==> src/rtl/param_counter.sv <==
`timescale 1ns/1ps
// -----------------------------------------------------------------------------
// param_counter
//
// Parametrised up/down event/timebase counter. Counts over the range 0..MAX in
// increments of STEP, either wrapping modulo (MAX+1) or clamping at the rails.
// A boundary crossing (or a push against a rail in saturate mode) is an
// "event": it pulses tc for one cycle and sets the sticky ovf flag.
//
// Parameters
//   WIDTH     counter width in bits (>= 2)
//   MAX       top count, 1 <= MAX <= 2**WIDTH-1
//   STEP      amount added/subtracted per enabled cycle, 1 <= STEP <= MAX
//   SATURATE  0 = modulo wrap, 1 = clamp at 0 / MAX
//
// Ports
//   clk       in   rising-edge clock
//   reset     in   asynchronous active-low reset
//   en        in   count enable
//   up        in   direction, 1 = up, 0 = down (only looked at when en=1)
//   load      in   synchronous load of load_val (clamped to MAX)
//   load_val  in   load data
//   clr       in   synchronous clear to 0 (highest priority)
//   ovf_clr   in   clears the sticky ovf flag
//   value     out  current count, registered
//   tc        out  one-cycle event pulse, registered
//   ovf       out  sticky event flag, registered
// -----------------------------------------------------------------------------
module param_counter #(
   parameter int unsigned WIDTH    = 8,
   parameter int unsigned MAX      = 2**WIDTH - 1,
   parameter int unsigned STEP     = 1,
   parameter bit          SATURATE = 1'b0
) (
   input  logic             clk,
   input  logic             reset,
   input  logic             en,
   input  logic             up,
   input  logic             load,
   input  logic [WIDTH-1:0] load_val,
   input  logic             clr,
   input  logic             ovf_clr,
   output logic [WIDTH-1:0] value,
   output logic             tc,
   output logic             ovf
);

   // All arithmetic that can exceed MAX is done one bit wider than the count
   // so that value+STEP and value+(MAX+1) never lose their carry.
   localparam logic [WIDTH:0]   MAX_EXT  = (WIDTH+1)'(MAX);
   localparam logic [WIDTH:0]   MOD_EXT  = (WIDTH+1)'(MAX + 1);
   localparam logic [WIDTH:0]   STEP_EXT = (WIDTH+1)'(STEP);
   localparam logic [WIDTH-1:0] MAX_W    = WIDTH'(MAX);
   localparam logic [WIDTH-1:0] STEP_W   = WIDTH'(STEP);

   logic [WIDTH:0]   value_ext;
   logic [WIDTH:0]   up_sum;
   logic [WIDTH:0]   dn_sum;
   logic [WIDTH-1:0] up_wrap;
   logic [WIDTH-1:0] dn_wrap;
   logic [WIDTH-1:0] dn_diff;
   logic             up_over;
   logic             dn_under;
   logic             load_clamp;

   logic [WIDTH-1:0] nxt_value;
   logic             nxt_event;

   // Candidate results for both directions are formed in parallel; the
   // selection logic below only picks among them. dn_sum is only meaningful
   // when value < STEP, where value+(MAX+1)-STEP is guaranteed to land in
   // 0..MAX, so truncating it to WIDTH bits is exact.
   assign value_ext  = {1'b0, value};
   assign up_sum     = value_ext + STEP_EXT;
   assign dn_sum     = value_ext + MOD_EXT - STEP_EXT;
   assign up_wrap    = WIDTH'(up_sum - MOD_EXT);
   assign dn_wrap    = WIDTH'(dn_sum);
   assign dn_diff    = value - STEP_W;
   assign up_over    = (up_sum > MAX_EXT);
   assign dn_under   = (value_ext < STEP_EXT);
   assign load_clamp = (load_val > MAX_W);

   // Next-state selection with clr > load > en priority. Only the counting
   // path can raise an event; a clamped load is deliberately not one. In
   // saturate mode a push against a rail keeps reporting an event every
   // cycle because the rail value is re-selected as the "clamped" result.
   always_comb begin
      nxt_value = value;
      nxt_event = 1'b0;
      if (clr) begin
         nxt_value = '0;
      end else if (load) begin
         nxt_value = load_clamp ? MAX_W : load_val;
      end else if (en) begin
         if (up) begin
            if (up_over) begin
               nxt_event = 1'b1;
               nxt_value = SATURATE ? MAX_W : up_wrap;
            end else begin
               nxt_value = up_sum[WIDTH-1:0];
            end
         end else begin
            if (dn_under) begin
               nxt_event = 1'b1;
               nxt_value = SATURATE ? '0 : dn_wrap;
            end else begin
               nxt_value = dn_diff;
            end
         end
      end
   end

   // Output registers. tc is the event of the edge that produced the current
   // value, so it lines up with the post-event count. ovf gives set priority
   // over ovf_clr so an event on the clearing edge is never lost.
   always_ff @(posedge clk or negedge reset) begin
      if (!reset) begin
         value <= '0;
         tc    <= 1'b0;
         ovf   <= 1'b0;
      end else begin
         value <= nxt_value;
         tc    <= nxt_event;
         ovf   <= nxt_event | (ovf & ~ovf_clr);
      end
   end

endmodule

==> config.mk <==
export PLATFORM = sky130hd
export DESIGN_NAME = param_counter
export DESIGN_NICKNAME = d
export VERILOG_FILES = /design/src/rtl/param_counter.sv
export SDC_FILE = /design/constraint.sdc
export NUM_CORES = 1
export LEC_CHECK = 0
export CORE_MARGIN = 2
export CORE_UTILIZATION = 44
export DETAILED_ROUTE_END_ITERATION = 7
export PLACE_DENSITY = 0.8
export SLEW_MARGIN = 10
export SYNTH_ARGS = -nofsm -noshare
export SYNTH_HDL_FRONTEND = slang
export SYNTH_SLANG_ARGS = --single-unit
==> constraint.sdc <==
create_clock -name clk -period 2.7 [get_ports clk]
set_clock_uncertainty 0.2 [all_clocks]
set_input_delay 0.54 -clock clk [delete_from_list [all_inputs] [get_ports clk]]
set_output_delay 0.54 -clock clk [all_outputs]
set_load 0.03 [all_outputs]
; Word level (Yosys, flattened, before mapping)
; Index checks and enable logic that the tools add are counted.
[totals]
reg_bits = 10
latch_bits = 0
ram_bits = 0
romBits = 0
input_bits = 15
word_cells = 28
memories = 0
[op_classes]
addsub = 5
multipliers = 0
div = 0
order_cmp = 3
n_eq_ne = 0
n_shift = 0
n_mux = 13
bitwise_logic = 3
n_reduce_logical = 1
[ops]
columns = op, count
row1 = 8-bit 2-to-1 mux, 7
row2 = "8-bit by 1-bit subtractor with 8-bit output, second input constant", 3
row3 = "8-bit by 1-bit adder with 9-bit output, second input constant", 1
row4 = "9-bit by 8-bit > comparator with 1-bit output, second input constant", 1
row5 = "8-bit by 1-bit adder with 8-bit output, second input constant", 1
row6 = "8-bit > comparator, second input constant", 1
row7 = "8-bit by 1-bit < comparator with 1-bit output, second input constant", 1
row8 = 1-bit 2-to-1 mux, 6
row9 = 3-bit nonzero test, 1
row10 = 1-bit AND, 1
row11 = 1-bit inverter, 1
row12 = 1-bit bitwise OR, 1

; Logic depth before layout (Yosys ltp)
; Gate-level depths: netlist of the first run.
[logic_depth]
word_depth = 8
depth_mapped = 6
depth_no_buf = 6

; Worst setup path after synthesis of the first run
; No wires, ideal clock.
[synth_path]
path_kind = register to register
from = reg value[0]
to = reg ovf
t_arrival_ps = 1810
required_ps = 2366
slack_ps = 556
path_stages_with_launch = 7
cell_sequence = dfrtp_1 inv_1 ha_1 nor3b_1 maj3_1 a21oi_1 o32ai_2
[synth_via]
elab_chain_cells = 8
word_cells_on_any_way = 10
classes_between = add/sub (1) / order compare (2) / mux (6) / bitwise (1)
[synth_rtl]
columns = item, line
row1 = start: declaration, 43  ; output logic [WIDTH-1:0] value,
row2 = start signal: assignment, 122  ; value <= nxt_value;
row3 = 8-bit by 1-bit adder with 9-bit output, 74  ; assign up_sum = value_ext + STEP_EXT;
row4 = 9-bit by 8-bit > comparator with 1-bit output, 79  ; assign up_over = (up_sum > MAX_EXT);
row5 = 1-bit 2-to-1 mux, 96  ; if (up_over) begin
row6 = 1-bit 2-to-1 mux (*), 95  ; if (up) begin
row7 = 1-bit 2-to-1 mux (*), 94  ; end else if (en) begin
row8 = 1-bit 2-to-1 mux (*), 92  ; end else if (load) begin
row9 = 1-bit 2-to-1 mux (*), 90  ; if (clr) begin
row10 = 1-bit bitwise OR (*), 124  ; ovf <= nxt_event | (ovf & ~ovf_clr);
row11 = end signal: assignment, 124
row12 = end: declaration, 45  ; output logic ovf
; Mark *: on every way between the ends. The rest lies on a longest branch, timed or not.
; A chain may end at the register's enable or synchronous reset.

; Final worst setup path of the first run
[layout_path]
from = reg value[4]
to = out value[4]
; No word-level cell between the ends.

==> results.txt, run 1 <==
----------------------------------------------------
[Floorplanning]
  Number of I/O pins ... 25
  Placeable core region ... 0.00154 mm^2
  Height of the die ... 45.1 um
  Floorplan die area ... 0.00203 mm^2
  Horizontal die dimension ... 45.1 um
  Initial core utilization ... 48.1%
  Row count ... 14

[Synth]
  Count of flip-flops with a built-in enable after synthesis ... 0
  Cell types occupying the most area after synthesis ... sky130_fd_sc_hd__dfrtp_1 34%, sky130_fd_sc_hd__xor2_1 5.9%, sky130_fd_sc_hd__ha_1 5.1%, sky130_fd_sc_hd__a211oi_1 4.0%, sky130_fd_sc_hd__nor2_1 4.0%
  Ranking of synthesized cells by instance count ... 10 x sky130_fd_sc_hd__dfrtp_1, 8 x sky130_fd_sc_hd__nor2_1, 6 x sky130_fd_sc_hd__nand2_1
  Share of the synthesized area in the top cell type ... 33.7%
  Most frequently used flop master after synthesis ... sky130_fd_sc_hd__dfrtp_1
  Count of mapped cells out of synthesis ... 79
  Syn_nets ... 97
  Number of distinct library cells after synthesis ... 35
  Async set-reset flop share out of synthesis ... 100%
  Combined area of all synthesized cells ... 742 um^2
  Post-synthesis sequential area ratio ... 33.7%
  Ys Warns ... 0
  Mean instance size in the synthesized netlist ... 9.39 um^2
  Count leader, synth ... sky130_fd_sc_hd__dfrtp_1
  #FFs+latches synth ... 10
  Cell taking the most area after synthesis ... sky130_fd_sc_hd__dfrtp_1

[Place]
  Detail Placement HPWL ... 1320 um
  Count of buffers inserted at the top-level ports ... 24
  Total placed cells including tap cells ... 117
  Final RePlAce weighted congestion ... 0.791

[Power]
  Cell area power density ... 441 mW/mm^2
  Peak supply drop ... 0.000302 V
  Reported leakage power ... 0.410 nW

[Drt]
  Total iterations of the first detailed-routing run ... 4
  DRC violation count after routing ... 0
  DRT antenna net count ... 0
  Total detailed-routing wirelength ... 1830 um
  Number of vias per cell ... 5.62
  DRC marker count from the first detailed-route iteration ... 7
  Wire length per cell ... 15.1 um
  Vias ... 680

[Global routing]
  Met3 Usage GRT ... 1.20%
  Maximum number of pins on one net before global-route repair ... 13
  GRT Util Overall ... 21.8%
  Global routing usage on met2 ... 34.6%
  Grt met1 use ... 29.5%
  Grt peak-use layer ... met2
  Antenna violations before repair ... 0
  Global-route wire length before repair ... 3110 um
  Grt ovf ... 0
  Number of global-route vias before repair ... 662

[Worst setup path]
  Reg2Reg Capture Point ... ovf$_DFF_PN0_
  Signal arrival time at the worst endpoint ... 1490 ps
  Cells on worst reg2reg path ... 6
  Setup Crit Path Kind ... register to output pin
  Cells along the critical path ... clkdlybuf4s50_1
  Crit path buffers/inverters ... 1
  Slowest library cell on the worst path ... sky130_fd_sc_hd__clkdlybuf4s50_1
  Largest fanout of any net on the critical path ... 8
  RR Startpoint ... value[0]$_DFFE_PN0P_
  Startpoint type of the worst setup path ... register
  Largest stage delay, worst path ... 730 ps
  Category of cells accounting for the largest share of critical-path delay ... buffers and inverters
  Reg-to-reg slack, setup ... 560 ps
  Sort of element at the end of the critical path ... output pin
  Endpoint required time on the critical path ... 1960 ps

[Clock tree]
  Clk root buf ... sky130_fd_sc_hd__clkbuf_4
  Max clock buf depth ... 2
  Number of buffers inserted for hold repair after clock tree synthesis ... 0
  Deepest level of the CTS H-tree ... 1
  Sinks on the clock net ... 10
  CTS tree ... done
  Clock latency reported for the late side of the worst-skew pair ... 270 ps
  TritonCTS buffer count ... 3
  CTS clk-pin slew, worst paths ... 70 ps
  Post-CTS Resized ... 0
  Setup repair bufs after CTS ... 0

[Timing]
  Fmax ... 0.448 GHz
  Max-slew headroom at the worst pin ... 70.0%
  Total count of hold-check failures in the final report ... 0
  Pins Over Slew Limit ... 0
  Final period utilization ... 82.7%
  Final critical delay including setup and external delays ... 2230 ps
  Unrepaired setup endpoints after global routing ... no
  Actual slew at the worst max-slew pin ... 448 ps
  Final setup fails ... 0
  Fin Setup TNS ... 0 ps

[Final layout]
  Number of inserted filler cells in the final layout ... 135
  Area added between synthesis and finish ... 39.3%
  Layout cells sized above 1 ... 16.2%
  Post-layout net count ... 124
  ANT cells ... 0
  Final instance count without filler cells ... 121

[Min path]
  Type of the worst min-delay path ... input pin to asynchronous set/reset pin

[Run]
  Reported max-cap violation count ... 0

[Outcome]
  Run status ... finished, final reports clean

----------------------------------------------------
## metal layers
layer	wire length, um	share of wire [%]
met4	44	2.4
met3	75	4.1
met5	0	0
met2	883	48
met1	827	45
## logic make-up after synthesis
group,after synthesis,synth area share (%)
buf+inv,9,5.73
xor+xnor,7,8.26
simple gates,31,24.6
fa+ha+maj,4,6.41
mux,3,4.22
compound gates,15,17.0
flops,10,33.7
## registers in the layout (all words and copies together), names as in the netlist
register  count
tc            1
value         8
ovf           1
## report_power, final
part	leakage (nW)	internal [W]	switching, W	total, W
clock	0.0210	0.0000820	0.0000531	0.000135
sequential	0.132	0.000160	0.0000184	0.000178
combinational	0.257	0.0000717	0.0000704	0.000142
## how the worst max path moves through the flow
stage,slack (ps),to,startpoint,cells after the start
after floorplan,560,ovf$_DFF_PN0_,value[0]$_DFFE_PN0P_,6
after global placement,370,value[6]$_DFFE_PN0P_,up,6
after detailed placement,320,value[7]$_DFFE_PN0P_,up,5
after CTS,470,value[4],value[4]$_DFFE_PN0P_,1
after global routing,400,ovf$_DFF_PN0_,value[0]$_DFFE_PN0P_,6
final,470,value[4],value[4]$_DFFE_PN0P_,1
## layout by cell type, fill, tap and decap left out, drive strengths merged
cell type	Yosys	final
clkdlybuf4s50	0	24
a32oi	1	1
xor2	5	5
o22ai	2	2
or3b	1	1
a21boi	1	1
mux2	1	1
inv	4	4
ha	3	3
nor3b	1	1
a211oi	5	5
maj3	1	1
o32ai	1	1
o311ai	1	1
or4	2	2
clkbuf	3	4
nor2	8	8
xnor2	2	2
dfrtp	10	10
nand3	1	1
o21ai	1	1
nand4	2	2
a21oi	3	3
and4	1	1
nand2b	3	3
and3	1	1
mux2i	2	2
nand2	6	6
nor4	1	1
nor4b	1	1
nor3	2	2
nand3b	1	1
buf	2	3
## worst register-to-register path, stage by stage (launching register included)
cell and delay (ps):
sky130_fd_sc_hd__dfrtp_1 470, sky130_fd_sc_hd__inv_1 100, sky130_fd_sc_hd__ha_1 320, sky130_fd_sc_hd__nor3b_1 150, sky130_fd_sc_hd__maj3_1 360, sky130_fd_sc_hd__a21oi_1 290, sky130_fd_sc_hd__o32ai_2 130
## area by class of cell
type / count / area [um^2] / share of cell area (%)
well taps: 16 / 20.0 / 1.94
clock buffers: 4 / 36.3 / 3.51
flip-flops and latches: 10 / 250 / 24.2
inverters: 4 / 15.0 / 1.45
multi-input cells: 60 / 449 / 43.5
repair buffers: 27 / 263 / 25.4
## metrics by stage
step                      utilization (%)  total power, W  hold slack [ps]  instance area, um^2  setup slack (ps)
after detailed placement             64.7        0.000321              347                  997               319
after global routing                 67.0        0.000480              408                 1030               402
after global placement               64.7        0.000318              334                  997               370
after CTS                            67.0        0.000460              393                 1030               468
final                                67.0        0.000455              379                 1030               467
after floorplan                         -        0.000263             44.4                  742               556
No activity file was read; power rests on OpenSTA's default activity.
==> inputs of run 2 (changes only) <==
==> constraint.sdc (replaced) <==
create_clock -name clk -period 2.1 [get_ports clk]
set_clock_uncertainty 0.2 [all_clocks]
set_input_delay 0.42 -clock clk [delete_from_list [all_inputs] [get_ports clk]]
set_output_delay 0.42 -clock clk [all_outputs]
set_load 0.03 [all_outputs]
==> run 2 against run 1 <==
Non-clock buffer count increased by 4. Register-to-register slack worse by 490 ps. Critical path type unchanged. Wire length increased by 0.93%. Worst hold slack lost 120 ps. Flip-flop and latch count is the same. Largest cell class unchanged. Sequential share of layout area decreased by 0.81 points.
==> results.txt, run 2 (synthesis results as in run 1) <==
----------------------------------------------------
[Drt]
  Total iterations of the first detailed-routing run ... 4
  Total detailed-routing wirelength ... 1850 um
  DRC marker count from the first detailed-route iteration ... 11
  DRT antenna net count ... 0
  Wire length per cell ... 14.8 um
  Number of vias per cell ... 5.81
  Vias ... 726
  DRC violation count after routing ... 0

[Clock tree]
  TritonCTS buffer count ... 3
  Max clock buf depth ... 2
  CTS tree ... done
  Clock latency reported for the late side of the worst-skew pair ... 270 ps
  Deepest level of the CTS H-tree ... 1
  CTS clk-pin slew, worst paths ... 70 ps
  Setup repair bufs after CTS ... 0
  Clk root buf ... sky130_fd_sc_hd__clkbuf_4
  Number of buffers inserted for hold repair after clock tree synthesis ... 0
  Sinks on the clock net ... 10

[Place]
  Total placed cells including tap cells ... 121
  Count of buffers inserted at the top-level ports ... 24
  Final RePlAce weighted congestion ... 0.823
  Detail Placement HPWL ... 1390 um

[Final layout]
  Biggest registers after layout ... value: 8 flops, ovf: 1 flops, tc: 1 flops
  Largest reg by FF count ... value
  Final instance count without filler cells ... 125
  Max FFs per register ... 8
  ANT cells ... 0
  Layout cells sized above 1 ... 21.1%
  Commonest cells after routing, fill and taps aside ... 21 x sky130_fd_sc_hd__clkdlybuf4s50_1, 9 x sky130_fd_sc_hd__dfrtp_1, 8 x sky130_fd_sc_hd__nor2_1, 7 x sky130_fd_sc_hd__buf_4, 6 x sky130_fd_sc_hd__nand2_1
  Number of inserted filler cells in the final layout ... 118
  Util after Layout ... 69.7%
  Post-layout net count ... 128
  Area added between synthesis and finish ... 44.9%
  Leading cell type in the layout, fill and taps excluded ... sky130_fd_sc_hd__clkdlybuf4s50_1

[Global routing]
  Maximum number of pins on one net before global-route repair ... 13
  Grt ovf ... 0
  Number of global-route vias before repair ... 708
  Antenna violations before repair ... 0
  Global-route wire length before repair ... 3020 um
  GRT Util Overall ... 20.7%

[Run]
  Reported max-cap violation count ... 0

[Worst setup path]
  Signal arrival time at the worst endpoint ... 1430 ps
  Largest fanout of any net on the critical path ... 5
  Sort of element at the end of the critical path ... output pin
  Startpoint type of the worst setup path ... register
  Setup Crit Path Kind ... register to output pin
  Endpoint required time on the critical path ... 1480 ps

[Floorplanning]
  Floorplan die area ... 0.00203 mm^2
  Row count ... 14
  Placeable core region ... 0.00154 mm^2
  Number of I/O pins ... 25
  Height of the die ... 45.1 um
  Initial core utilization ... 48.1%
  Horizontal die dimension ... 45.1 um

[Power]
  Post-layout power ... 0.000594 W
  Reported leakage power ... 0.461 nW
  Peak supply drop ... 0.000507 V
  Cell area power density ... 552 mW/mm^2

[Timing]
  Pins Over Slew Limit ... 0
  Unrepaired setup endpoints after global routing ... no
  Final period utilization ... 97.9%
  Final critical delay including setup and external delays ... 2050 ps
  Final hold slack ... 256 ps
  Max-slew headroom at the worst pin ... 71.2%
  Final setup fails ... 0
  Total count of hold-check failures in the final report ... 0
  Fmax ... 0.487 GHz
  Actual slew at the worst max-slew pin ... 431 ps

[Min path]
  Type of the worst min-delay path ... input pin to asynchronous set/reset pin

[Outcome]
  Run status ... finished, final reports clean

----------------------------------------------------
-- run 2: timing repair --
action / 4_1_cts / 5_1_grt
pin swaps: 0 / 0
resized for setup: 1 / 3
endpoints found under the hold margin: 0 / 0
endpoints found under the setup margin: 1 / 3
-- run 2: worst max-delay path: stages, from the launching register on --
cell,delay (ps)
sky130_fd_sc_hd__dfrtp_1,360
sky130_fd_sc_hd__buf_4,140
sky130_fd_sc_hd__clkdlybuf4s50_1,660
-- run 2: power breakdown --
group / total [W] / internal, W / switching, W
Clock: 0.000173 / 0.000105 / 0.0000681
Sequential: 0.000223 / 0.000206 / 0.0000170
Combinational: 0.000198 / 0.0000984 / 0.0000994
Total: 0.000594 / 0.000409 / 0.000184
-- run 2: layout make-up --
class                   instances  area [um^2]  area share (%)
clock buffers                   4         36.3            3.38
inverters                       4         15.0            1.40
multi-input cells              60          455            42.4
flip-flops and latches         10          251            23.4
well taps                      16         20.0            1.86
repair buffers                 31          297            27.6
-- run 2: per-stage QoR --
stage	cell area, um^2	worst slack, ps	TNS, ps
final	1070	45.1	0
after global routing	1070	1.25	0
after CTS	1060	14.1	0
after detailed placement	1030	-182	-499
after global placement	1030	-92.6	-283
after floorplan	743	25.4	0
-- run 2: final timing paths --
| path | endpoint | start | depth (start not counted) | slack, ps |
|---|---|---|---|---|
| worst max-delay path | value[1] | value[1]$_DFFE_PN0P_ | 2 | 50 |
| worst min-delay path | value[7]$_DFFE_PN0P_ | reset | 1 | 260 |
| worst max register to register | value[7]$_DFFE_PN0P_ | value[1]$_DFFE_PN0P_ | 5 | 70 |
| worst min register to register | ovf$_DFF_PN0_ | ovf$_DFF_PN0_ | 2 | 370 |
| max in group asynchronous | value[0]$_DFFE_PN0P_ | reset | 1 | 1120 |
| min in group clk | ovf$_DFF_PN0_ | ovf$_DFF_PN0_ | 2 | 370 |
-- run 2: per-layer routing --
layer / up-vias / part of all wire [%] / track usage (%)
li1: 348 / - / -
met5: - / 0 / 0
met3: 6 / 5.4 / 4.80
met4: 0 / 1.7 / 9.41
met2: 27 / 49 / 33.7
met1: 345 / 43 / 26.0
==> inputs of run 3 (changes only) <==
--- a/config.mk
+++ b/config.mk
@@ -5,7 +5,7 @@
 export SDC_FILE = /design/constraint.sdc
 export NUM_CORES = 1
 export LEC_CHECK = 0
-export CORE_MARGIN = 2
+export CORE_MARGIN = 1.5
 export CORE_UTILIZATION = 44
 export DETAILED_ROUTE_END_ITERATION = 7
 export PLACE_DENSITY = 0.8
==> run 3 against run 2 <==
Global-route usage rose by 1.1 points. Total power decreased by 0.58%. Wire length fell by 3.7%. Worst setup slack improved by 5.5 ps. Clock power hardly changed. Register-to-register slack improved by 40 ps. Sequential power barely moved.
==> results.txt, run 3 (synthesis results as in run 1) <==
----------------------------------------------------
[Clock tree]
  Number of buffers inserted for hold repair after clock tree synthesis ... 0
  Max clock buf depth ... 2
  CTS tree ... done
  Clock latency reported for the late side of the worst-skew pair ... 260 ps
  CTS clk-pin slew, worst paths ... 70 ps
  TritonCTS buffer count ... 3
  Deepest level of the CTS H-tree ... 1
  Clk root buf ... sky130_fd_sc_hd__clkbuf_4
  Sinks on the clock net ... 10

[Worst setup path]
  Startpoint type of the worst setup path ... register
  Cells on worst reg2reg path ... 6
  RR Startpoint ... value[0]$_DFFE_PN0P_
  Endpoint required time on the critical path ... 1480 ps
  Setup Crit Path Kind ... register to output pin
  Reg2Reg Capture Point ... ovf$_DFF_PN0_
  Signal arrival time at the worst endpoint ... 1430 ps
  Sort of element at the end of the critical path ... output pin
  Largest fanout of any net on the critical path ... 6
  Reg-to-reg slack, setup ... 110 ps

[Place]
  Final RePlAce weighted congestion ... 0.807
  Total placed cells including tap cells ... 120
  Count of buffers inserted at the top-level ports ... 24
  Placement-stage worst setup slack ... -120 ps
  Detail Placement HPWL ... 1370 um

[Final layout]
  Multi-input gate area ... 449 um^2
  Layout cells sized above 1 ... 19.4%
  ANT cells ... 0
  Final instance count without filler cells ... 124
  Total area of sequential cells ... 251 um^2
  Biggest registers after layout ... value: 8 flops, ovf: 1 flops, tc: 1 flops
  Leading cell type in the layout, fill and taps excluded ... sky130_fd_sc_hd__clkdlybuf4s50_1
  Max FFs per register ... 8
  Post-layout net count ... 127
  Commonest cells after routing, fill and taps aside ... 21 x sky130_fd_sc_hd__clkdlybuf4s50_1, 9 x sky130_fd_sc_hd__dfrtp_1, 8 x sky130_fd_sc_hd__nor2_1, 6 x sky130_fd_sc_hd__nand2_1, 6 x sky130_fd_sc_hd__buf_4
  Largest reg by FF count ... value
  Area added between synthesis and finish ... 43.0%
  Number of inserted filler cells in the final layout ... 136

[Floorplanning]
  Floorplan die area ... 0.00194 mm^2
  Placeable core region ... 0.00154 mm^2
  Horizontal die dimension ... 44.1 um
  Row count ... 14
  Initial core utilization ... 48.1%
  Number of I/O pins ... 25
  Height of the die ... 44.1 um

[Power]
  Cell area power density ... 556 mW/mm^2
  Internal Power ... 0.000407 W
  Relative contribution of combinational cells to total power ... 33.0%
  Psw ... 0.000183 W
  Reported leakage power ... 0.456 nW
  Sw frac ... 31.0%
  Post-layout power ... 0.000590 W
  Power share of the sequential group ... 37.6%
  Peak supply drop ... 0.000373 V
  Share of power burned in the clock network ... 29.3%

[Drt]
  Wire length per cell ... 14.4 um
  DRC violation count after routing ... 0
  Total iterations of the first detailed-routing run ... 4
  DRT antenna net count ... 0
  Vias ... 703
  DRC marker count from the first detailed-route iteration ... 17
  Number of vias per cell ... 5.67
  Total detailed-routing wirelength ... 1780 um

[Global routing]
  Grt ovf ... 0
  Antenna violations before repair ... 0
  Global-route wire length before repair ... 3070 um
  Maximum number of pins on one net before global-route repair ... 13
  GRT Util Overall ... 21.8%
  Number of global-route vias before repair ... 689

[Timing]
  Unrepaired setup endpoints after global routing ... no
  Final setup fails ... 0
  Fin Setup TNS ... 0 ps
  Actual slew at the worst max-slew pin ... 442 ps
  Total count of hold-check failures in the final report ... 0
  Fmax ... 0.488 GHz
  Final critical delay including setup and external delays ... 2050 ps
  Max-slew headroom at the worst pin ... 70.4%
  Pins Over Slew Limit ... 0
  Setup WS post-layout ... 50.6 ps
  Final period utilization ... 97.6%

[Run]
  Reported max-cap violation count ... 0

[Outcome]
  Run status ... finished, final reports clean

[Min path]
  Type of the worst min-delay path ... input pin to asynchronous set/reset pin

----------------------------------------------------
==> run 3: through the flow <==
stage	cell area (um^2)	utilization, %	hold WS (ps)
final	1060	68.8	265
after global routing	1060	68.8	298
after CTS	1060	68.5	282
after detailed placement	1020	66.2	340
after global placement	1020	66.2	336
after floorplan	743	-	-75.6
==> run 3: worst max-delay path by stage <==
stage | start | end | slack [ps] | depth (start not counted)
4_1_cts | value[3]$_DFFE_PN0P_ | value[3] | 20 | 1
2_1_floorplan | value[1]$_DFFE_PN0P_ | ovf$_DFF_PN0_ | 30 | 6
5_1_grt | value[1]$_DFFE_PN0P_ | value[7]$_DFFE_PN0P_ | 3 | 5
3_3_place_gp | up | value[7]$_DFFE_PN0P_ | -100 | 5
6_report | value[0]$_DFFE_PN0P_ | value[0] | 50 | 2
3_5_place_dp | up | value[7]$_DFFE_PN0P_ | -120 | 5
==> run 3: layout make-up <==
type,count,share of cell area [%]
clock buffers,4,3.42
multi-input cells,60,42.3
inverters,4,1.42
flip-flops and latches,10,23.7
repair buffers,30,27.2
well taps,16,1.89
==> run 3: power by group through the flow <==
stage	combinational [W]	clock, W	sequential (W)
3_5_place_dp	0.000195	0	0.000226
5_1_grt	0.000212	0.000186	0.000225
4_1_cts	0.000196	0.000175	0.000222
6_report	0.000195	0.000173	0.000222
2_1_floorplan	0.0000843	0	0.000254
3_3_place_gp	0.000191	0	0.000225
==> run 3: critical path: stages (launching register included) <==
cell and delay (ps):
sky130_fd_sc_hd__dfrtp_2 350, sky130_fd_sc_hd__buf_4 140, sky130_fd_sc_hd__clkdlybuf4s50_1 670
==> run 3: repair_timing <==
action	in CTS	in global routing
setup endpoints to repair	1	2
resized for setup	1	2
setup buffers	0	0
==> run 3: routing by layer <==
layer,track usage [%],up-vias,wire [um],part of all wire [%]
li1,-,341,-,-
met1,29.7,328,834,47
met2,34.4,28,823,46
met3,2.45,6,85,4.8
met4,10.9,0,37,2.1
met5,0,-,0,0
